### src/rtl/n64_poll_scheduler.sv
// N64 controller poll sequencer: issues periodic or on-demand polls, drives the bit-level
// send/receive datapath through a start/done handshake and publishes the latest button word.
module n64_poll_scheduler #(
  parameter int unsigned POLL_PERIOD    = 200000,
  parameter int unsigned TIMEOUT_CYCLES = 1024,
  parameter logic [7:0]  POLL_CMD       = 8'h01,
  parameter int unsigned RESP_BITS      = 32
) (
  input  logic        clk_i,
  input  logic        reset_i,
  input  logic        enable_i,
  input  logic        poll_now_i,
  output logic        tx_start_o,
  output logic [7:0]  tx_cmd_o,
  input  logic        tx_done_i,
  output logic        rx_enable_o,
  input  logic        rx_bit_valid_i,
  input  logic        rx_bit_i,
  output logic [31:0] buttons_o,
  output logic        buttons_valid_o,
  output logic        busy_o,
  output logic        timeout_err_o,
  output logic [7:0]  err_count_o
);

  localparam int unsigned TimerW = $clog2(POLL_PERIOD);
  localparam int unsigned WdW    = $clog2(TIMEOUT_CYCLES);
  localparam logic [TimerW-1:0] TimerLast = TimerW'(POLL_PERIOD - 1);
  localparam logic [WdW-1:0]    WdLast    = WdW'(TIMEOUT_CYCLES - 1);
  localparam logic [5:0]        CntLast   = 6'(RESP_BITS - 1);

  typedef enum logic [2:0] {
    StIdle     = 3'd0,
    StStart    = 3'd1,
    StSend     = 3'd2,
    StWaitResp = 3'd3,
    StRecv     = 3'd4,
    StDone     = 3'd5,
    StFail     = 3'd6
  } state_e;

  state_e             state_q, state_d;
  logic [TimerW-1:0]  timer_q, timer_d;
  logic [WdW-1:0]     wd_q, wd_d;
  logic [5:0]         cnt_q, cnt_d;
  logic [31:0]        shift_q, shift_d;
  logic [31:0]        buttons_q, buttons_d;
  logic               pending_q, pending_d;
  logic               terr_q, terr_d;
  logic [7:0]         err_q, err_d;
  logic               tick;
  logic               go_start;
  logic [31:0]        shift_in;

  assign tick     = enable_i && (timer_q == TimerLast);
  assign shift_in = {shift_q[30:0], rx_bit_i};

  always_comb begin
    timer_d = (!enable_i || tick) ? '0 : timer_q + TimerW'(1);
  end

  always_comb begin
    state_d   = state_q;
    wd_d      = '0;
    cnt_d     = cnt_q;
    shift_d   = shift_q;
    buttons_d = buttons_q;
    terr_d    = terr_q;
    err_d     = err_q;
    go_start  = 1'b0;
    case (state_q)
      StIdle: begin
        if (pending_q && enable_i) begin
          go_start = 1'b1;
          state_d  = StStart;
        end
      end
      StStart: begin
        shift_d = '0;
        cnt_d   = '0;
        state_d = StSend;
      end
      StSend: begin
        if (tx_done_i) begin
          cnt_d   = '0;
          state_d = StWaitResp;
        end else if (wd_q == WdLast) begin
          state_d = StFail;
        end else begin
          wd_d = wd_q + WdW'(1);
        end
      end
      StWaitResp, StRecv: begin
        if (rx_bit_valid_i) begin
          shift_d = shift_in;
          cnt_d   = cnt_q + 6'd1;
          if (cnt_q == CntLast) begin
            // Load on entry to DONE so buttons and its valid pulse appear together.
            buttons_d = shift_in;
            state_d   = StDone;
          end else begin
            state_d = StRecv;
          end
        end else if (wd_q == WdLast) begin
          state_d = StFail;
        end else begin
          wd_d = wd_q + WdW'(1);
        end
      end
      StDone: begin
        terr_d  = 1'b0;
        state_d = StIdle;
      end
      StFail: begin
        terr_d = 1'b1;
        if (err_q != 8'hFF) begin
          err_d = err_q + 8'd1;
        end
        state_d = StIdle;
      end
      default: state_d = StIdle;
    endcase
  end

  // A new request in the START-transition cycle wins over the clear.
  always_comb begin
    pending_d = enable_i && (tick || poll_now_i || (pending_q && !go_start));
  end

  always_ff @(posedge clk_i) begin
    if (reset_i) begin
      state_q   <= StIdle;
      timer_q   <= '0;
      wd_q      <= '0;
      cnt_q     <= '0;
      shift_q   <= '0;
      buttons_q <= '0;
      pending_q <= 1'b0;
      terr_q    <= 1'b0;
      err_q     <= '0;
    end else begin
      state_q   <= state_d;
      timer_q   <= timer_d;
      wd_q      <= wd_d;
      cnt_q     <= cnt_d;
      shift_q   <= shift_d;
      buttons_q <= buttons_d;
      pending_q <= pending_d;
      terr_q    <= terr_d;
      err_q     <= err_d;
    end
  end

  assign tx_start_o      = (state_q == StStart);
  assign tx_cmd_o        = POLL_CMD;
  assign rx_enable_o     = (state_q == StWaitResp) || (state_q == StRecv);
  assign buttons_o       = buttons_q;
  assign buttons_valid_o = (state_q == StDone);
  assign busy_o          = (state_q != StIdle);
  assign timeout_err_o   = terr_q;
  assign err_count_o     = err_q;

endmodule

### config.mk
export PLATFORM = sky130hd
export DESIGN_NAME = n64_poll_scheduler
export DESIGN_NICKNAME = d
export VERILOG_FILES = /design/src/rtl/n64_poll_scheduler.sv
export SDC_FILE = /design/constraint.sdc
export NUM_CORES = 1
export LEC_CHECK = 0
export CORE_MARGIN = 1.5
export CORE_UTILIZATION = 50
export CTS_CLUSTER_DIAMETER = 80
export DETAILED_ROUTE_END_ITERATION = 6
export PLACE_DENSITY = 0.81
export SYNTH_ARGS = -nofsm -noshare
export SYNTH_HDL_FRONTEND = slang
export SYNTH_SLANG_ARGS = --single-unit
### constraint.sdc
create_clock -name clk_i -period 2 [get_ports clk_i]
set_input_delay 0.4 -clock clk_i [delete_from_list [all_inputs] [get_ports clk_i]]
set_output_delay 0.4 -clock clk_i [all_outputs]
set_load 0.02 [all_outputs]
==> tab_implementation.tex <==
\begin{tabular}{lr}
\hline
Metric & Value \\
\hline
\multicolumn{2}{l}{\textbf{Status}} \\
Outcome & completed \\
\multicolumn{2}{l}{\textbf{Synth}} \\
Synth warnings & 0 \\
Post-synthesis sequential element count & 110 \\
Cells after Synth & 522 \\
Most instantiated flip-flop cell in the synthesis netlist & dfxtp\_1 \\
Yosys cell types & 56 \\
Proportion of synthesized chip area in sequential cells & 47.3\% \\
Synthesized cell area & 4650 µm² \\
Async set or reset register ratio after synthesis & 0\% \\
Average instance area after synthesis & 8.91 µm² \\
Post-synth EDFFs & 0 \\
\multicolumn{2}{l}{\textbf{CTS}} \\
\# H-tree levels & 3 \\
Number of sinks on the clock net & 110 \\
Register clock-pin slew on the reported worst setup and hold paths & 0.10 ns \\
Total of hold buffers inserted after clock tree synthesis & 0 \\
Clock Root Buffer & clkbuf\_8 \\
TritonCTS clock tree & done \\
Longest Clk Path Bufs & 2 \\
Clock Latency Late Sink & 0.39 ns \\
Number of buffers created by CTS & 9 \\
\multicolumn{2}{l}{\textbf{Final layout}} \\
Fill cell count & 774 \\
Layout cells sized above 1 & 9.00\% \\
Area delta synth->final & 18.7\% \\
Number of antenna cells inserted & 0 \\
Leading cell types in the layout, fill and taps excluded & 109 x dfxtp\_1, 66 x nor2\_1, 48 x nand2\_1 \\
Leading cell type in the layout, fill and taps excluded & dfxtp\_1 \\
NumNets Final & 584 \\
Share of the core filled with cells & 60.6\% \\
Final cell count without fillers & 689 \\
\multicolumn{2}{l}{\textbf{STA}} \\
Final number of setup-violating endpoints & 0 \\
Fmax & 0.522 GHz \\
Final setup TNS & 0 ns \\
Worst-case hold slack & 0.427 ns \\
Setup repair after global routing missed its margin & yes \\
Post-route fraction of the period consumed by the critical path & 95.7\% \\
Final max-slew violation count & 0 \\
Worst-Margin Slew & 0.891 ns \\
Number of hold violations in the final report & 0 \\
Shortest clock period the worst path allows after layout & 1.91 ns \\
Slew Limit Headroom & 40.2\% \\
Worst-case clock skew & 0.0210 ns \\
\multicolumn{2}{l}{\textbf{Floorplanning}} \\
Initial core utilization & 51.1\% \\
Chip Height & 99.5 µm \\
X dimension of the die & 99.5 µm \\
FP Rows & 35 \\
IO Pins & 60 \\
Die Footprint & 9890 µm² \\
Core Area & 9110 µm² \\
\multicolumn{2}{l}{\textbf{Power and ir drop}} \\
Part of the power in the clock network & 36.2\% \\
Net Sw Frac & 25.4\% \\
IR drop worst, VDD & 0.438 mV \\
Cell-internal power & 2740 µW \\
Total power & 3680 µW \\
Power dissipated by switching net loads & 935 µW \\
Combinational cell fraction of total power & 3.9\% \\
Cell Pwr Density & 666 nW/µm² \\
Leak & 0.00186 µW \\
Sequential fraction of design power & 59.9\% \\
\multicolumn{2}{l}{\textbf{Placed design}} \\
\# placed instances & 673 \\
Port Buf Inserts & 51 \\
HPWL after detailed placement & 6310 µm \\
Final estimated routing congestion in global placement & 0.803 \\
\multicolumn{2}{l}{\textbf{Critical path}} \\
Kind of start point of the critical path & register \\
Startpoint-to-endpoint class of the critical path & register to output pin \\
Worst EP required & 1.60 ns \\
Critical Path Sink Type & output pin \\
Data arrival at the endpoint of the critical path & 1.51 ns \\
CP Max Fanout & 12 \\
\multicolumn{2}{l}{\textbf{Drt}} \\
Final antenna-violating net count & 0 \\
Per-cell via count in the routed design & 5.48 \\
Detailed Route Iter0 Violations & 175 \\
Wire length per cell after detailed routing & 13.5 µm \\
Detailed Routing Iterations Pass 1 & 4 \\
Number of DRC violations after detailed routing & 0 \\
Total number of vias & 3779 \\
Routed WL & 9290 µm \\
\multicolumn{2}{l}{\textbf{GRT}} \\
Number of antenna violations at the first check in global routing & 0 \\
GR Util All Layers & 19.8\% \\
Wire length of the first global-routing pass & 15900 µm \\
Largest net degree at the start of global routing & 40 \\
Via count of the first global-routing pass & 3449 \\
Overflow left after global routing & 0 \\
\multicolumn{2}{l}{\textbf{Flow run}} \\
Max\_cap viols & 0 \\
\multicolumn{2}{l}{\textbf{Min path}} \\
Path class of the lowest-slack min-delay path & primary input to register \\
\hline
\end{tabular}
## synth_stat cells (all sizes together), types with 7 or more instances
cell type | n | area, µm²
dfxtp | 110 | 2200
nor2 | 66 | 248
nand2 | 48 | 180
nand3 | 44 | 220
a21oi | 42 | 210
mux2i | 37 | 370
clkbuf | 27 | 101
xor2 | 18 | 158
buf | 15 | 129
nand4 | 12 | 75.1
o21ai | 11 | 55.1
inv | 8 | 30.0
or3 | 8 | 50.1
xnor2 | 8 | 70.1
and4 | 7 | 61.3
## metrics by stage
stage,setup WS [ns],area (µm²)
after floorplan,0.0547,4670
after global placement,-0.0797,5330
after detailed placement,-0.140,5330
after CTS,0.0129,5540
after global routing,-0.00423,5520
final,0.0859,5520
## state kept, by name (all words and copies together) (netlist names)
register / count
cnt_q: 6
state_q: 3
err_count_o: 8
timeout_err_o: 1
shift_q: 31
buttons_o: 32
timer_q: 18
wd_q: 10
pending_q: 1
## path summary, 6_finish.rpt
| kind | slack, ns | cells after the start | start | to |
|---|---|---|---|---|
| setup / recovery | 0.09 | 4 | state_q[2]$_SDFFE_PP0P_ | tx_start_o |
| hold / removal | 0.43 | 3 | reset_i | state_q[2]$_SDFFE_PP0P_ |
| setup reg to reg | 0.11 | 6 | state_q[2]$_SDFFE_PP0P_ | buttons_o[2]$_SDFFE_PP0P_ |
| hold reg to reg | 0.47 | 1 | wd_q[0]$_SDFF_PP0_ | wd_q[0]$_SDFF_PP0_ |
## cell families after synthesis
family | count (synthesis) | share of synthesized area, %
AO/OA/AOI/OAI | 73 | 9.60
XOR/XNOR | 26 | 4.90
adder cells (fa/ha/maj) | 4 | 1.08
buffers and inverters | 50 | 5.59
flip-flops | 110 | 47.3
multiplexers | 38 | 8.20
other | 2 | 0.161
AND/OR/NAND/NOR | 219 | 23.1
## metal layers
metal  track usage, %  vias to the layer above  share of wire [%]
met5                0                        -                  0
met4             9.21                        0                2.0
met3             3.72                       15                3.7
met2             32.6                       82                 48
met1             25.2                     1788                 46
li1                 -                     1894                  -
## power by group through the flow
stage | combinational (µW) | clock (µW) | sequential [µW]
after floorplan | 96.0 | 0 | 2250
after global placement | 140 | 0 | 2250
after detailed placement | 143 | 0 | 2250
after CTS | 143 | 1370 | 2200
after global routing | 156 | 1450 | 2200
final | 143 | 1330 | 2200
## worst max-delay path, stage by stage (launching register included)
cell	delay, ns
dfxtp_1	0.33
buf_4	0.17
nor3b_1	0.22
buf_4	0.16
clkdlybuf4s15_2	0.25
## final cells by class
type / count / area [µm²] / share of cell area [%]
multi-input cells: 368 / 2230 / 40.3
flip-flops and latches: 110 / 2200 / 39.9
repair buffers: 76 / 717 / 13.0
well taps: 111 / 139 / 2.51
clock buffers: 9 / 124 / 2.24
clock inverters: 7 / 82.6 / 1.49
inverters: 8 / 30.0 / 0.544
## what timing repair did
action                     CTS  global route
setup endpoints to repair    4             6
buffers inserted             0             0
gates resized for setup     11             6
pin swaps                    0             0
Power figures use the tool's default switching activity.
==> edit 1: new RTL, config.mk and constraints unchanged <==
Set the parameter `TIMEOUT_CYCLES` to 512 (it was 1024).
--- a/src/rtl/n64_poll_scheduler.sv
+++ b/src/rtl/n64_poll_scheduler.sv
@@ -3,5 +3,5 @@
 module n64_poll_scheduler #(
   parameter int unsigned POLL_PERIOD    = 200000,
-  parameter int unsigned TIMEOUT_CYCLES = 1024,
+  parameter int unsigned TIMEOUT_CYCLES = 512,
   parameter logic [7:0]  POLL_CMD       = 8'h01,
   parameter int unsigned RESP_BITS      = 32
Function: no difference found for any inputs over 10 cycles, from zero or initial values and one cycle with reset_i high; that may be too few to reach the edited logic, so the function may still have changed.
==> edit 1 against the unedited design <==
The run now ends with design-rule violations left. Core utilization increased by 1.2 points. Non-clock buffer count decreased by 1. Worst hold slack got worse by 0.035 ns. Worst setup slack improved by 0.026 ns. Power decreased by 1.5%. Final area decreased by 1.3%. Critical path type unchanged. Sequential cell count decreased by 1. Wire length decreased by 1.4%. Synthesized area decreased by 1.8%. Largest power group unchanged. Via count increased by 3.0%.
==> edit 1: results (changes against the unedited design) <==
[outcome]
outcome = finished with violations
violations = design-rule violations

[pwr]
leakage_nw = 1.830  ; -1.5%
pwr-share-comb = 0.034  ; -0.005
clkPwrFrac = 0.364  ; +0.002
swShare = 0.2491  ; -0.005259

[layout]
clockNetworkAreaShare = 0.03673  ; -0.0006417
finish.net_count = 614  ; +5.1%
seq_area_frac = 0.4006  ; +0.001729
n_all_inverters = 11  ; +3
multi_input_area_mm2 = 0.002158  ; -3.1%

[worst_setup_path]
endpoint = err_count_o[4]
crit_arrival_ns = 1.49  ; -0.02 ns
ff2ff_setup_slack_ns = 0.20  ; +0.09 ns
crit_start = err_count_o[4]

[placed_design]
post-place-cells = 699  ; +3.9%
gp_congestion = 0.8763  ; +9.1%

[logic_synthesis]
ys_types = 50  ; -11%
ys_seq_elements = 109  ; -0.91%
synth.avg_cell_area_um2 = 8.273  ; -7.2%
synthXorXnorAreaFrac = 0.04411  ; -0.004841
synth-seq-area-share = 0.4778  ; +0.004435

[grt]
grt_pass1_wl_um = 16050  ; +1.0%
met1_usage = 0.2364  ; -0.01570

[drt]
wl_met3_um = 391  ; +13%
drcViolationCount = 7  ; +7
vias = 3893  ; +3.0%
wl_met2_um = 4641  ; +3.5%

[sta]
finalCritPeriodShare = 0.9440  ; -0.01304

[clock_tree]
cts-resized-gates = 8  ; -3
clk_latency_ns = 0.37  ; -0.02 ns

## edit 1: cell types whose count changed after synthesis, sizes merged, moves of 4 or more
cell	delta
nand2	+64
mux2i	-33
a21oi	+32
nor2	-31
buf	+11
clkbuf	-11
xor2	-7
and4	-5
nor4	+5
and2	-4
nand3	+4
xnor2	+4
## edit 1: worst min path at each step
| stage | start | endpoint | slack, ns | cells past startpoint |
|---|---|---|---|---|
| 6_report | reset_i | state_q[2] | 0.39 | 2 |
| 4_1_cts | reset_i | err_count_o[5] | 0.37 | 2 |
| 3_5_place_dp | buttons_o[28] | buttons_o[28] | 0.45 | 2 |
| 2_1_floorplan | wd_q[0] | wd_q[0] | 0.43 | 1 |
| 5_1_grt | reset_i | err_count_o[5] | 0.39 | 2 |
| 3_3_place_gp | wd_q[0] | wd_q[0] | 0.43 | 1 |
==> edit 2: new RTL, same flow settings <==
Without the edit above. `shift_q` no longer has a reset.
--- a/src/rtl/n64_poll_scheduler.sv
+++ b/src/rtl/n64_poll_scheduler.sv
@@ -134,5 +134,4 @@
       wd_q      <= '0;
       cnt_q     <= '0;
-      shift_q   <= '0;
       buttons_q <= '0;
       pending_q <= 1'b0;
@@ -144,5 +143,4 @@
       wd_q      <= wd_d;
       cnt_q     <= cnt_d;
-      shift_q   <= shift_d;
       buttons_q <= buttons_d;
       pending_q <= pending_d;
@@ -150,4 +148,8 @@
       err_q     <= err_d;
     end
+  end
+
+  always_ff @(posedge clk_i) begin
+    shift_q <= shift_d;
   end
 
Formal check against the unedited RTL: same outputs for any inputs over 10 cycles, from zero or initial values and one cycle with reset_i high; that may be too few to reach the edited logic, so the function may still have changed.
==> edit 2 against the unedited design <==
Wire length fell by 11%. Critical path depth increased by 2. Power shrank 0.34%. Largest power group unchanged. The run now ends with design-rule violations left. Worst setup slack lost 0.012 ns. Synthesized area down 1.4%. Final area shrank 0.25%. Sequential cell count is the same.
==> edit 2: results (changes against the unedited design) <==
[outcome]
violations = design-rule violations
outcome = finished with violations

[worst_hold_path]
worstHoldStart = wd_q[0]
hp-class = reg2reg
hold_end = wd_q[0]

[drt]
drcViolationCount = 7  ; +7
drt_iter0_markers = 147  ; -16%
wire_per_inst_um = 13.31  ; -1.3%
viasPerCell = 5.254  ; -4.2%

[logic_synthesis]
synth_edf_count = 31  ; +31
synth-seq-area-share = 0.5479  ; +0.07451
synth_common_cells = dfxtp_1, nor2_1, mux2i_1
ys_types = 48  ; -14%

[worst_setup_path]
crit_arrival_ns = 2.18  ; +0.67 ns
cp_max_fo = 32  ; +20
ff2ff_setup_slack_ns = 0.07  ; -0.04 ns
critPathKind = reg2reg

[pwr]
ir_worst_vdd_mv = 0.3972  ; -9.3%
leakage_nw = 1.911  ; +2.8%
power.net_switching_mw = 0.8446  ; -9.7%

[layout]
finish.net_count = 520  ; -11%
nFillCells = 724  ; -6.5%
drive_above_1_share = 0.1051  ; +0.01509

[placed_design]
dp_hpwl_um = 5911  ; -6.4%
gp_congestion = 0.8248  ; +2.7%

[grt]
gr-usage-all-layers = 0.1806  ; -0.01749
grt_max_degree = 35  ; -13%
grt_pass1_vias = 3153  ; -8.6%
grt_pass1_wl_um = 14360  ; -9.6%

[sta]
skew_ns = 0.01400  ; -0.007033 ns

[edit 2: cell count changes after synthesis, moves of 3 or more]
cell / unedited run / this run
dfxtp_1: 110 / 79
edfxtp_1: 0 / 31
and2_1: 4 / 34
nand2_1: 48 / 18
nand3_1: 44 / 14
a21oi_1: 42 / 13
clkbuf_1: 27 / 14
buf_6: 5 / 0
o21ai_0: 10 / 14
or4_1: 1 / 5
nand2b_1: 4 / 1
nand3b_1: 1 / 4
[edit 2: metal layers]
| layer | track usage | wire, µm | vias up |
|---|---|---|---|
| li1 | - | - | 1649 |
| met1 | 0.2253 | 3825 | 1563 |
| met2 | 0.3156 | 4104 | 51 |
| met3 | 0.04894 | 301 | 5 |
| met4 | 0.03626 | 49 | 0 |
| met5 | 0 | 0 | - |
[edit 2: critical path: stages (launching register included)]
cell	delay, ns
dfxtp_1	0.36
or3b_1	0.39
buf_4	0.18
a211oi_4	0.25
buf_12	0.28
mux2i_1	0.27
nor2_1	0.06
[edit 2: per-stage QoR]
stage / std cells / util / cell area, µm² / TNS, ns / worst slack, ns
global route: 622 / 0.6257 / 5510 / -0.003748 / -0.003748
CTS: 622 / 0.6250 / 5504 / 0 / 0.01839
finish: 622 / 0.6257 / 5510 / 0 / 0.07381
detailed placement: 606 / 0.6044 / 5323 / -0.8175 / -0.1439
global placement: 606 / 0.6044 / 5323 / -0.09588 / -0.09588
floorplan: 449 / - / 4609 / 0 / 0.03162
[edit 2: what timing repair did]
item                                    4_1_cts  5_1_grt
pin swaps                                     0        0
hold endpoints to repair                      0        0
gates resized for setup                       7        9
endpoints found under the setup margin        4        5
gates cloned                                  0        0
[edit 2: cells by family (layout without fill, tap and decap cells)]
logic type / count (synthesis) / count (layout) / share of synthesized area
other: 2 / 8 / 0.001638
and+or+nand+nor: 186 / 186 / 0.2131
muxes: 36 / 36 / 0.07858
AOI/OAI and AO/OA: 44 / 44 / 0.06221
DFF: 110 / 110 / 0.5479
xor gates and xnor gates: 24 / 24 / 0.04584
adders and majority gates: 4 / 4 / 0.01091
buffers and inverters: 37 / 102 / 0.03984
[edit 2: area by class of cell]
class | count | area [µm²] | area share
inverter | 10 | 37.54 | 0.006812
timing repair buffer | 76 | 709.4 | 0.1287
tap | 108 | 135.1 | 0.02452
clock inverter | 6 | 55.05 | 0.009991
multi-input combinational | 302 | 1933 | 0.3508
sequential | 110 | 2512 | 0.4559
clock buffer | 10 | 127.6 | 0.02316
[edit 2: power groups by stage]
| stage | clock network [mW] | registers [mW] | logic, mW |
|---|---|---|---|
| after floorplan | 0 | 2.36 | 0.0815 |
| after global placement | 0 | 2.36 | 0.117 |
| after detailed placement | 0 | 2.36 | 0.120 |
| after CTS | 1.28 | 2.31 | 0.119 |
| after global routing | 1.38 | 2.31 | 0.130 |
| final | 1.24 | 2.31 | 0.118 |
